[config.mk]
export PLATFORM = sky130hd
export DESIGN_NAME = vram_cpu_port_flat
export DESIGN_NICKNAME = d
export VERILOG_FILES = /design/src/rtl/vram_pkg.sv /design/src/rtl/vram_cpu_port_if.sv /design/src/rtl/vram_decode.sv /design/src/rtl/vram_cpu_port.sv /design/src/flat_wrapper.sv
export SDC_FILE = /design/constraint.sdc
export NUM_CORES = 1
export LEC_CHECK = 0
export ABC_AREA = 1
export CORE_MARGIN = 2
export CORE_UTILIZATION = 44
export DETAILED_ROUTE_END_ITERATION = 10
export PLACE_DENSITY = 0.95
export SETUP_SLACK_MARGIN = 0.05
export SYNTH_ARGS = -nofsm -noshare
export SYNTH_HDL_FRONTEND = slang
export SYNTH_HIERARCHICAL = 1
export SYNTH_SLANG_ARGS = --single-unit
[constraint.sdc]
create_clock -name clk -period 2.7 [get_ports clk]
set_clock_uncertainty 0.15 [all_clocks]
set_input_delay 0.27 -clock clk [delete_from_list [all_inputs] [get_ports clk]]
set_output_delay 0.27 -clock clk [all_outputs]
set_load 0.01 [all_outputs]
[src/rtl/vram_pkg.sv]
// vram_pkg: shared types and decode constants for the CPU-side video RAM port.
// FSM states and the 1 KB window bases for screen and character RAM.
package vram_pkg;

    typedef enum logic [1:0] {
        IDLE,
        HOLD,
        ACCESS,
        DONE
    } state_e;

    localparam logic [5:0] SCR_BASE0 = 6'b001000;
    localparam logic [5:0] SCR_BASE1 = 6'b001001;
    localparam logic [5:0] CHR_BASE0 = 6'b001010;
    localparam logic [5:0] CHR_BASE1 = 6'b001011;

endpackage

[src/rtl/vram_cpu_port_if.sv]
// vram_cpu_port_if: Z80 memory-cycle bus between the CPU and the video RAM port.
// master = CPU side, slave = video RAM port side.
interface vram_cpu_port_if;

    logic [15:0] cpu_addr;
    logic [7:0]  cpu_dout;
    logic [7:0]  cpu_din;
    logic        cpu_mreq;
    logic        cpu_rd;
    logic        cpu_wr;
    logic        cpu_sel;
    logic        cpu_wait;
    logic        cpu_rdy;

    modport master (
        output cpu_addr, cpu_dout, cpu_mreq, cpu_rd, cpu_wr,
        input  cpu_din, cpu_sel, cpu_wait, cpu_rdy
    );

    modport slave (
        input  cpu_addr, cpu_dout, cpu_mreq, cpu_rd, cpu_wr,
        output cpu_din, cpu_sel, cpu_wait, cpu_rdy
    );

endinterface

[src/rtl/vram_decode.sv]
// vram_decode: maps address bits [15:10] onto the screen and character RAM
// windows; shared with the memory map.
module vram_decode
    import vram_pkg::*;
(
    input  logic [5:0] addr_hi,
    output logic       scr_hit,
    output logic       chr_hit
);

    assign scr_hit = (addr_hi == SCR_BASE0) | (addr_hi == SCR_BASE1);
    assign chr_hit = (addr_hi == CHR_BASE0) | (addr_hi == CHR_BASE1);

endmodule

[src/rtl/vram_cpu_port.sv]
// vram_cpu_port: Z80 access port onto port B of the screen/char video RAMs.
// Optional VRAM_CONTENTION_EN holds accesses off until the beam is in blank.
module vram_cpu_port
    import vram_pkg::*;
#(
    parameter int         RD_LAT      = 1,
    parameter logic [7:0] CRAM_RD_VAL = 8'hFF
) (
    input  logic          clk,
    input  logic          reset,
    input  logic          ce_pix,
    input  logic          hblank,
    input  logic          vblank,
    vram_cpu_port_if.slave cpu,
    output logic [9:0]    ram_addr,
    output logic [7:0]    ram_data,
    output logic          sram_we,
    output logic          cram_we,
    input  logic [7:0]    sram_q
);

    localparam logic [1:0] LAST = 2'(RD_LAT - 1);

    state_e     state_q;
    logic [9:0] addr_q;
    logic [7:0] data_q;
    logic [7:0] din_q;
    logic [1:0] cnt_q;
    logic       rd_q;
    logic       chr_q;
    logic       swe_q;
    logic       cwe_q;

    logic scr_hit;
    logic chr_hit;
    logic req;
    logic rel;
    logic start;
    logic hold_req;
    logic hold_go;

    vram_decode u_decode (
        .addr_hi (cpu.cpu_addr[15:10]),
        .scr_hit (scr_hit),
        .chr_hit (chr_hit)
    );

    assign cpu.cpu_sel = cpu.cpu_mreq & (scr_hit | chr_hit);
    assign req   = cpu.cpu_sel & (cpu.cpu_rd | cpu.cpu_wr);
    assign rel   = ~cpu.cpu_mreq | ~(cpu.cpu_rd | cpu.cpu_wr);
    assign start = (state_q == IDLE) & req;

`ifdef VRAM_CONTENTION_EN
    logic disp;
    assign disp     = ~hblank & ~vblank;
    assign hold_req = disp;
    assign hold_go  = ~disp & ce_pix;
`else
    logic unused_ok;
    assign unused_ok = ^{ce_pix, hblank, vblank};
    assign hold_req  = 1'b0;
    assign hold_go   = 1'b1;
`endif

    always_ff @(posedge clk) begin
        if (reset) begin
            state_q <= IDLE;
            addr_q  <= '0;
            data_q  <= '0;
            din_q   <= '0;
            cnt_q   <= '0;
            rd_q    <= 1'b0;
            chr_q   <= 1'b0;
            swe_q   <= 1'b0;
            cwe_q   <= 1'b0;
        end else begin
            swe_q <= 1'b0;
            cwe_q <= 1'b0;
            unique case (state_q)
                IDLE: begin
                    if (req) begin
                        addr_q <= cpu.cpu_addr[9:0];
                        data_q <= cpu.cpu_dout;
                        rd_q   <= cpu.cpu_rd;
                        chr_q  <= chr_hit;
                        cnt_q  <= '0;
                        if (hold_req) begin
                            state_q <= HOLD;
                        end else begin
                            state_q <= ACCESS;
                            swe_q   <= ~cpu.cpu_rd & scr_hit;
                            cwe_q   <= ~cpu.cpu_rd & chr_hit;
                        end
                    end
                end
                HOLD: begin
                    if (rel) begin
                        state_q <= IDLE;
                    end else if (hold_go) begin
                        state_q <= ACCESS;
                        swe_q   <= ~rd_q & ~chr_q;
                        cwe_q   <= ~rd_q & chr_q;
                    end
                end
                ACCESS: begin
                    // An aborted cycle still finishes its RAM operation.
                    if (!rd_q || cnt_q == LAST) begin
                        if (rd_q) din_q <= chr_q ? CRAM_RD_VAL : sram_q;
                        state_q <= rel ? IDLE : DONE;
                    end else begin
                        cnt_q <= cnt_q + 2'd1;
                    end
                end
                DONE: begin
                    if (rel) state_q <= IDLE;
                end
                default: state_q <= IDLE;
            endcase
        end
    end

    assign cpu.cpu_wait = start | (state_q == HOLD) | (state_q == ACCESS);
    assign cpu.cpu_rdy  = (state_q == DONE);
    assign cpu.cpu_din  = din_q;

    // Live address on the request clk lets the RAM read begin one clk early.
    assign ram_addr = start ? cpu.cpu_addr[9:0] : addr_q;
    assign ram_data = data_q;
    assign sram_we  = swe_q;
    assign cram_we  = cwe_q;

endmodule

[src/flat_wrapper.sv]
// flat-port wrapper written by rule: the top's interface ports become plain ports
module vram_cpu_port_flat import vram_pkg::*;
#(
    parameter int         RD_LAT      = 1,
    parameter logic [7:0] CRAM_RD_VAL = 8'hFF
)
  (clk, reset, ce_pix, hblank, vblank, ram_addr, ram_data, sram_we, cram_we, sram_q, cpu_cpu_addr, cpu_cpu_dout, cpu_cpu_mreq, cpu_cpu_rd, cpu_cpu_wr, cpu_cpu_din, cpu_cpu_sel, cpu_cpu_wait, cpu_cpu_rdy);
  vram_cpu_port_if cpu_i ();
  input  logic clk;
  input  logic reset;
  input  logic ce_pix;
  input  logic hblank;
  input  logic vblank;
  output logic [9:0] ram_addr;
  output logic [7:0] ram_data;
  output logic sram_we;
  output logic cram_we;
  input  logic [7:0] sram_q;
  input wire logic [$bits(cpu_i.cpu_addr)-1:0] cpu_cpu_addr;
  input wire logic [$bits(cpu_i.cpu_dout)-1:0] cpu_cpu_dout;
  input wire logic [$bits(cpu_i.cpu_mreq)-1:0] cpu_cpu_mreq;
  input wire logic [$bits(cpu_i.cpu_rd)-1:0] cpu_cpu_rd;
  input wire logic [$bits(cpu_i.cpu_wr)-1:0] cpu_cpu_wr;
  output wire logic [$bits(cpu_i.cpu_din)-1:0] cpu_cpu_din;
  output wire logic [$bits(cpu_i.cpu_sel)-1:0] cpu_cpu_sel;
  output wire logic [$bits(cpu_i.cpu_wait)-1:0] cpu_cpu_wait;
  output wire logic [$bits(cpu_i.cpu_rdy)-1:0] cpu_cpu_rdy;
  assign cpu_i.cpu_addr = cpu_cpu_addr;
  assign cpu_i.cpu_dout = cpu_cpu_dout;
  assign cpu_i.cpu_mreq = cpu_cpu_mreq;
  assign cpu_i.cpu_rd = cpu_cpu_rd;
  assign cpu_i.cpu_wr = cpu_cpu_wr;
  assign cpu_cpu_din = cpu_i.cpu_din;
  assign cpu_cpu_sel = cpu_i.cpu_sel;
  assign cpu_cpu_wait = cpu_i.cpu_wait;
  assign cpu_cpu_rdy = cpu_i.cpu_rdy;
  vram_cpu_port #(.RD_LAT(RD_LAT), .CRAM_RD_VAL(CRAM_RD_VAL)) u_core (.clk(clk), .reset(reset), .ce_pix(ce_pix), .hblank(hblank), .vblank(vblank), .cpu(cpu_i), .ram_addr(ram_addr), .ram_data(ram_data), .sram_we(sram_we), .cram_we(cram_we), .sram_q(sram_q));
endmodule
# Word-level counts from Yosys, hierarchy flattened
# Cells that the tools add are included.
[totals]
ff_bits = 34
latch_bits = 0
ram_bits = 0
mem_bits_ro = 0
inputBits = 40
output_inout_bits = 31
wordCells = 66
memories = 0
[classes]
addsub = 1
n_mul = 0
div = 0
magnitude_cmp = 0
n_eq_ne = 11
n_shift = 0
muxes = 17
bitwise_logic = 19
reduce_logical = 9
[ops]
columns = ["op", "count"]
rows = [
  ["6-bit by 4-bit equality test with 1-bit output, second input constant", 4],
  ["2-bit 2-to-1 mux", 7],
  ["10-bit 2-to-1 mux", 1],
  ["3-bit AND reduction", 3],
  ["8-bit 2-to-1 mux", 1],
  ["2-bit case mux with 4 select lines", 1],
  ["1-bit bitwise AND", 7],
  ["1-bit OR", 7],
  ["2-bit by 1-bit != test with 1-bit output, second input constant", 3],
  ["1-bit inverter", 5],
  ["2-bit equality test, second input constant", 2],
  ["2-bit logical NOT", 2],
  ["1-bit 2-to-1 mux", 4],
  ["1-bit case mux with 2 select lines", 2],
  ["2-bit case mux with 2 select lines", 1],
  ["2-bit by 1-bit adder with 2-bit output, second input constant", 1],
  ["2-bit by 1-bit equality test with 1-bit output, second input constant", 1],
  ["2-bit != test, second input constant", 1],
  ["2-bit AND reduction", 1],
  ["2-bit nonzero test", 1],
  ["1-bit logical NOT", 1],
  ["1-bit logical OR", 1],
]

# Logic depth before layout (Yosys ltp)
[logic_depth]
word_depth = 8
depth_mapped = 11
ltp_nobuf = 10

# Cells and area by module
# The synthesis kept the hierarchy.
[by_module_without_submodules]
columns = ["module", "n_inst", "cells_each", "area_each_um2", "seq_area_each_um2"]
rows = [
  ["vram_cpu_port", 1, 201, 1505.2, 680.7],
  ["vram_decode", 1, 7, 26.3, 0.0],
]

# Least setup slack after synthesis
# OpenSTA, ideal clock, no wires.
[synth_path]
path_type = "input to output"
startpoint = "input cpu_cpu_addr[13]"
endpoint = "output ram_addr[6]"
t_arrival_ns = 1.248
required_ns = 2.280
slack_ns = 1.032
cell_stages = 10
path_buffers = 1
path_cell_list = "inv_1 nor2_1 nand2_1 nor2_1 inv_1 nand2_1 nand3_4 buf_6 o21ai_1 inv_1"
[synth_via]
elab_chain_len = 7
word_cells_on_any_way = 11
cone_classes = "eq/ne (4); mux (1); bitwise (6)"
[synth_rtl]
columns = ["item", "line_no", "rtl"]
rows = [
  ["from (decl)", "flat_wrapper.sv:19", "input wire logic [$bits(cpu_i.cpu_addr)-1:0] cpu_cpu_addr;"],
  ["6-bit by 4-bit equality test with 1-bit output", "vram_decode.sv:12", "assign chr_hit = (addr_hi == CHR_BASE0) | (addr_hi == CHR_BASE1);"],
  ["1-bit OR (*)", "vram_decode.sv:12", ""],
  ["net u_core.chr_hit", "vram_cpu_port.sv:35", "logic chr_hit;"],
  ["1-bit OR (*)", "vram_cpu_port.sv:48", "assign cpu.cpu_sel = cpu.cpu_mreq & (scr_hit | chr_hit);"],
  ["1-bit bitwise AND (*)", "vram_cpu_port.sv:48", ""],
  ["1-bit bitwise AND (*)", "vram_cpu_port.sv:49", "assign req = cpu.cpu_sel & (cpu.cpu_rd | cpu.cpu_wr);"],
  ["1-bit bitwise AND (*)", "vram_cpu_port.sv:51", "assign start = (state_q == IDLE) & req;"],
  ["10-bit 2-to-1 mux (*)", "vram_cpu_port.sv:127", "assign ram_addr = start ? cpu.cpu_addr[9:0] : addr_q;"],
  ["to (decl)", "flat_wrapper.sv:14", "output logic [9:0] ram_addr;"],
]
# The timed path passes the listed nets; every way through them passes the cells marked *.

# Final worst setup path
[layout_path]
startpoint = "input cpu_cpu_addr[13]"
endpoint = "output ram_addr[7]"
# The elaborated chain is that of the path after synthesis.

==> metrics.yaml <==
p_sw_share_pct: 23.6
final_cells: 335
clkTransAtPathRegs_ns: 0.12
synth_cell_types: 22
vdd_ir_drop_max_mv: 0.285
synth_top_area_share_pct: 44.4
dr.pass1.iters: 4
synth_area_leaders: "dfxtp_1 44%, inv_1 8.1%, nor2_1 7.8%"
cts.htree.levels: 2
min-delay-start: "u_core/ram_data[0]"
async_flop_share_pct: 0
arrival_ns: 2.03
wl_per_cell_um: 13.5
required_ns: 2.28
grt_setup_unrepaired: "no"
netlist_instances: 208
coreArea_sq_um: 3340
fp.dieW_um: 63.0
drt_iter0_markers: 72
ys.flop_type: "dfxtp_1"
powerDensity_nw_per_um2: 405
final.period_utilization_pct: 90.7
r2r-start: "u_core/state_q[1]"
hp-class: "reg -> reg"
synth-edff-count: 0
cts-root-buf: "clkbuf_4"
nFillCells: 243
yosysTopAreaCell: "dfxtp_1"
antenna_found_initial: 0
dp_cells: 315
dieArea_sq_um: 3970
die_y_um: 63.0
layout.nets: 329
drc: 0
final_layout_size_suffix_gt1_share_pct: 17.0
seq_area_frac_synth_pct: 44.4
drt-total-wl_um: 4530
overflow: 0
grt_max_degree: 24
cts_tree: "yes"
setup_viol: 0
ant_nets: 0
grt_pass1_wl_um: 6980
synth_fp_nets: 249
grt_pass1_vias: 1583
ys_seq_elements: 34
power_frac_clock_pct: 36.3
drv_cap: 0
period_minus_slack_ns: 2.45
vias: 1668
place_congestion: 0.765
critPathKind: "in -> out"
io_pins: 71
max_freq_mhz: 409
leakage_nw: 1.27
hpwl_um: 2660
finalSetupTns_ns: 0
holdWs_ns: 0.317
antenna_cells: 0
area_growth_pct: 63.8
synth-warning-count: 6
power_frac_seq_pct: 50.2
finalHoldViolCount: 0
rows: 21
crit_fanout: 5
cts_buffer_depth: 2
power.share.combinational_pct: 13.5
cts_sinks: 34
p_switching_mw: 0.239
numCtsBuffers: 5
worstMarginPinSlew_ns: 0.400
clock_latency_ns: 0.35
gr-usage-all-layers_pct: 22.0
vias_per_cell: 4.98
initial_core_util_pct: 45.9
cp-end-kind: "output port"
start_kind: "input port"
final_max_slew_viol_count: 0
startpoint: "cpu_cpu_addr[13]"
synth.avg_cell_area_sq_um: 7.36
relSlewSlack_pct: 73.3
total_power_mw: 1.01
synth_area_sq_um: 1530
p_int_mw: 0.775
numPortBuffers: 66
status: "complete, no violations"
[path summary, 6_finish.rpt]
check / end / slack [ns] / cells past startpoint
hold reg to reg: u_core/ram_data[0] / 0.32 / 2
setup reg to reg: u_core/ram_data[5] / 1.11 / 7
setup / recovery: ram_addr[7] / 0.25 / 14
hold / removal: u_core/ram_data[0] / 0.32 / 2
[placed cells by master (no fill, tap or decap), drive strengths merged]
master / netlist / layout
clkdlybuf4s50: 0 / 55
nor2: 35 / 35
dfxtp: 34 / 34
inv: 33 / 33
nand2: 31 / 31
o21ai: 18 / 18
a21oi: 16 / 16
buf: 7 / 15
nand4: 14 / 14
dlymetal6s2s: 0 / 11
nor3: 9 / 9
nand3: 5 / 8
clkbuf: 4 / 5
clkinv: 0 / 2
bufinv: 0 / 1
and3: 1 / 1
ha: 1 / 1
[synthesized netlist by cell type, types with 2 or more instances]
cell      instances
nand2_1          31
nor2_1           32
nand4_1          13
buf_6             2
o21ai_2           6
o21ai_0           8
o21ai_1           4
nor3_1            9
nand3_1           4
a21oi_1          16
clkbuf_1          4
inv_1            33
dfxtp_1          34
buf_2             4
[timing repair]
item                                    CTS  global route
setup buffers                             1             8
pin swaps                                 0             3
resized for setup                         3            25
hold buffers                              0             0
cloned                                    2             1
endpoints found under the setup margin   10            11
[logic make-up (layout without fill, tap and decap cells)]
group | count (synthesis) | count (layout) | synth area share (%)
buffers and inverters | 44 | 122 | 12.3
AOI/OAI and AO/OA | 34 | 34 | 12.6
and+or+nand+nor | 95 | 98 | 29.8
DFF | 34 | 34 | 44.4
adders and majority gates | 1 | 1 | 0.817
[routing by layer]
metal,up-vias,GRT usage [%],part of all wire (%)
met3,4,5.77,6.8
met4,0,9.44,0.88
li1,835,-,-
met5,-,0,0
met1,758,25.6,42
met2,71,37.9,51
[area by class of cell]
type / count / area, sq um / area share [%]
clock buffers: 5 / 37.5 / 1.50
well taps: 46 / 57.6 / 2.29
repair buffers: 81 / 813 / 32.4
inverters: 33 / 124 / 4.94
multi-input cells: 133 / 756 / 30.1
clock inverters: 3 / 40.0 / 1.60
flip-flops and latches: 34 / 681 / 27.1
[power by group through the flow]
stage	sequential (mW)	combinational, mW	clock (mW)
2_1_floorplan	0.520	0.0447	0
3_3_place_gp	0.521	0.119	0
3_5_place_dp	0.521	0.122	0
4_1_cts	0.509	0.127	0.376
5_1_grt	0.510	0.148	0.402
6_report	0.509	0.137	0.369
[worst max-delay path, cell delays in order]
cell and delay, ns:
clkdlybuf4s50_1 0.45, inv_1 0.04, nor2_1 0.09, nand2_1 0.10
nor2_2 0.13, inv_2 0.09, nand2_8 0.12, nand3_4 0.13
buf_4 0.18, buf_4 0.12, nand2_2 0.05, o21ai_2 0.05
inv_1 0.05, dlymetal6s2s_1 0.15
[registers in the layout, summed over array words and instances, names as in the netlist, 2 cells and up]
signal,count
u_core/cpu.cpu_din,8
u_core/state_q,2
u_core/addr_q,10
u_core/ram_data,8
u_core/cnt_q,2
[per-stage QoR]
| step | setup WS (ns) | utilization (%) | instance area, sq um |
|---|---|---|---|
| 6_report | 0.252 | 75.2 | 2510 |
| 5_1_grt | 0.105 | 75.2 | 2510 |
| 4_1_cts | 0.0507 | 70.4 | 2350 |
| 3_5_place_dp | -0.137 | 66.8 | 2230 |
| 3_3_place_gp | -0.0301 | 66.8 | 2230 |
| 2_1_floorplan | 1.03 | - | 1530 |
(Power assumes the default switching activity.)
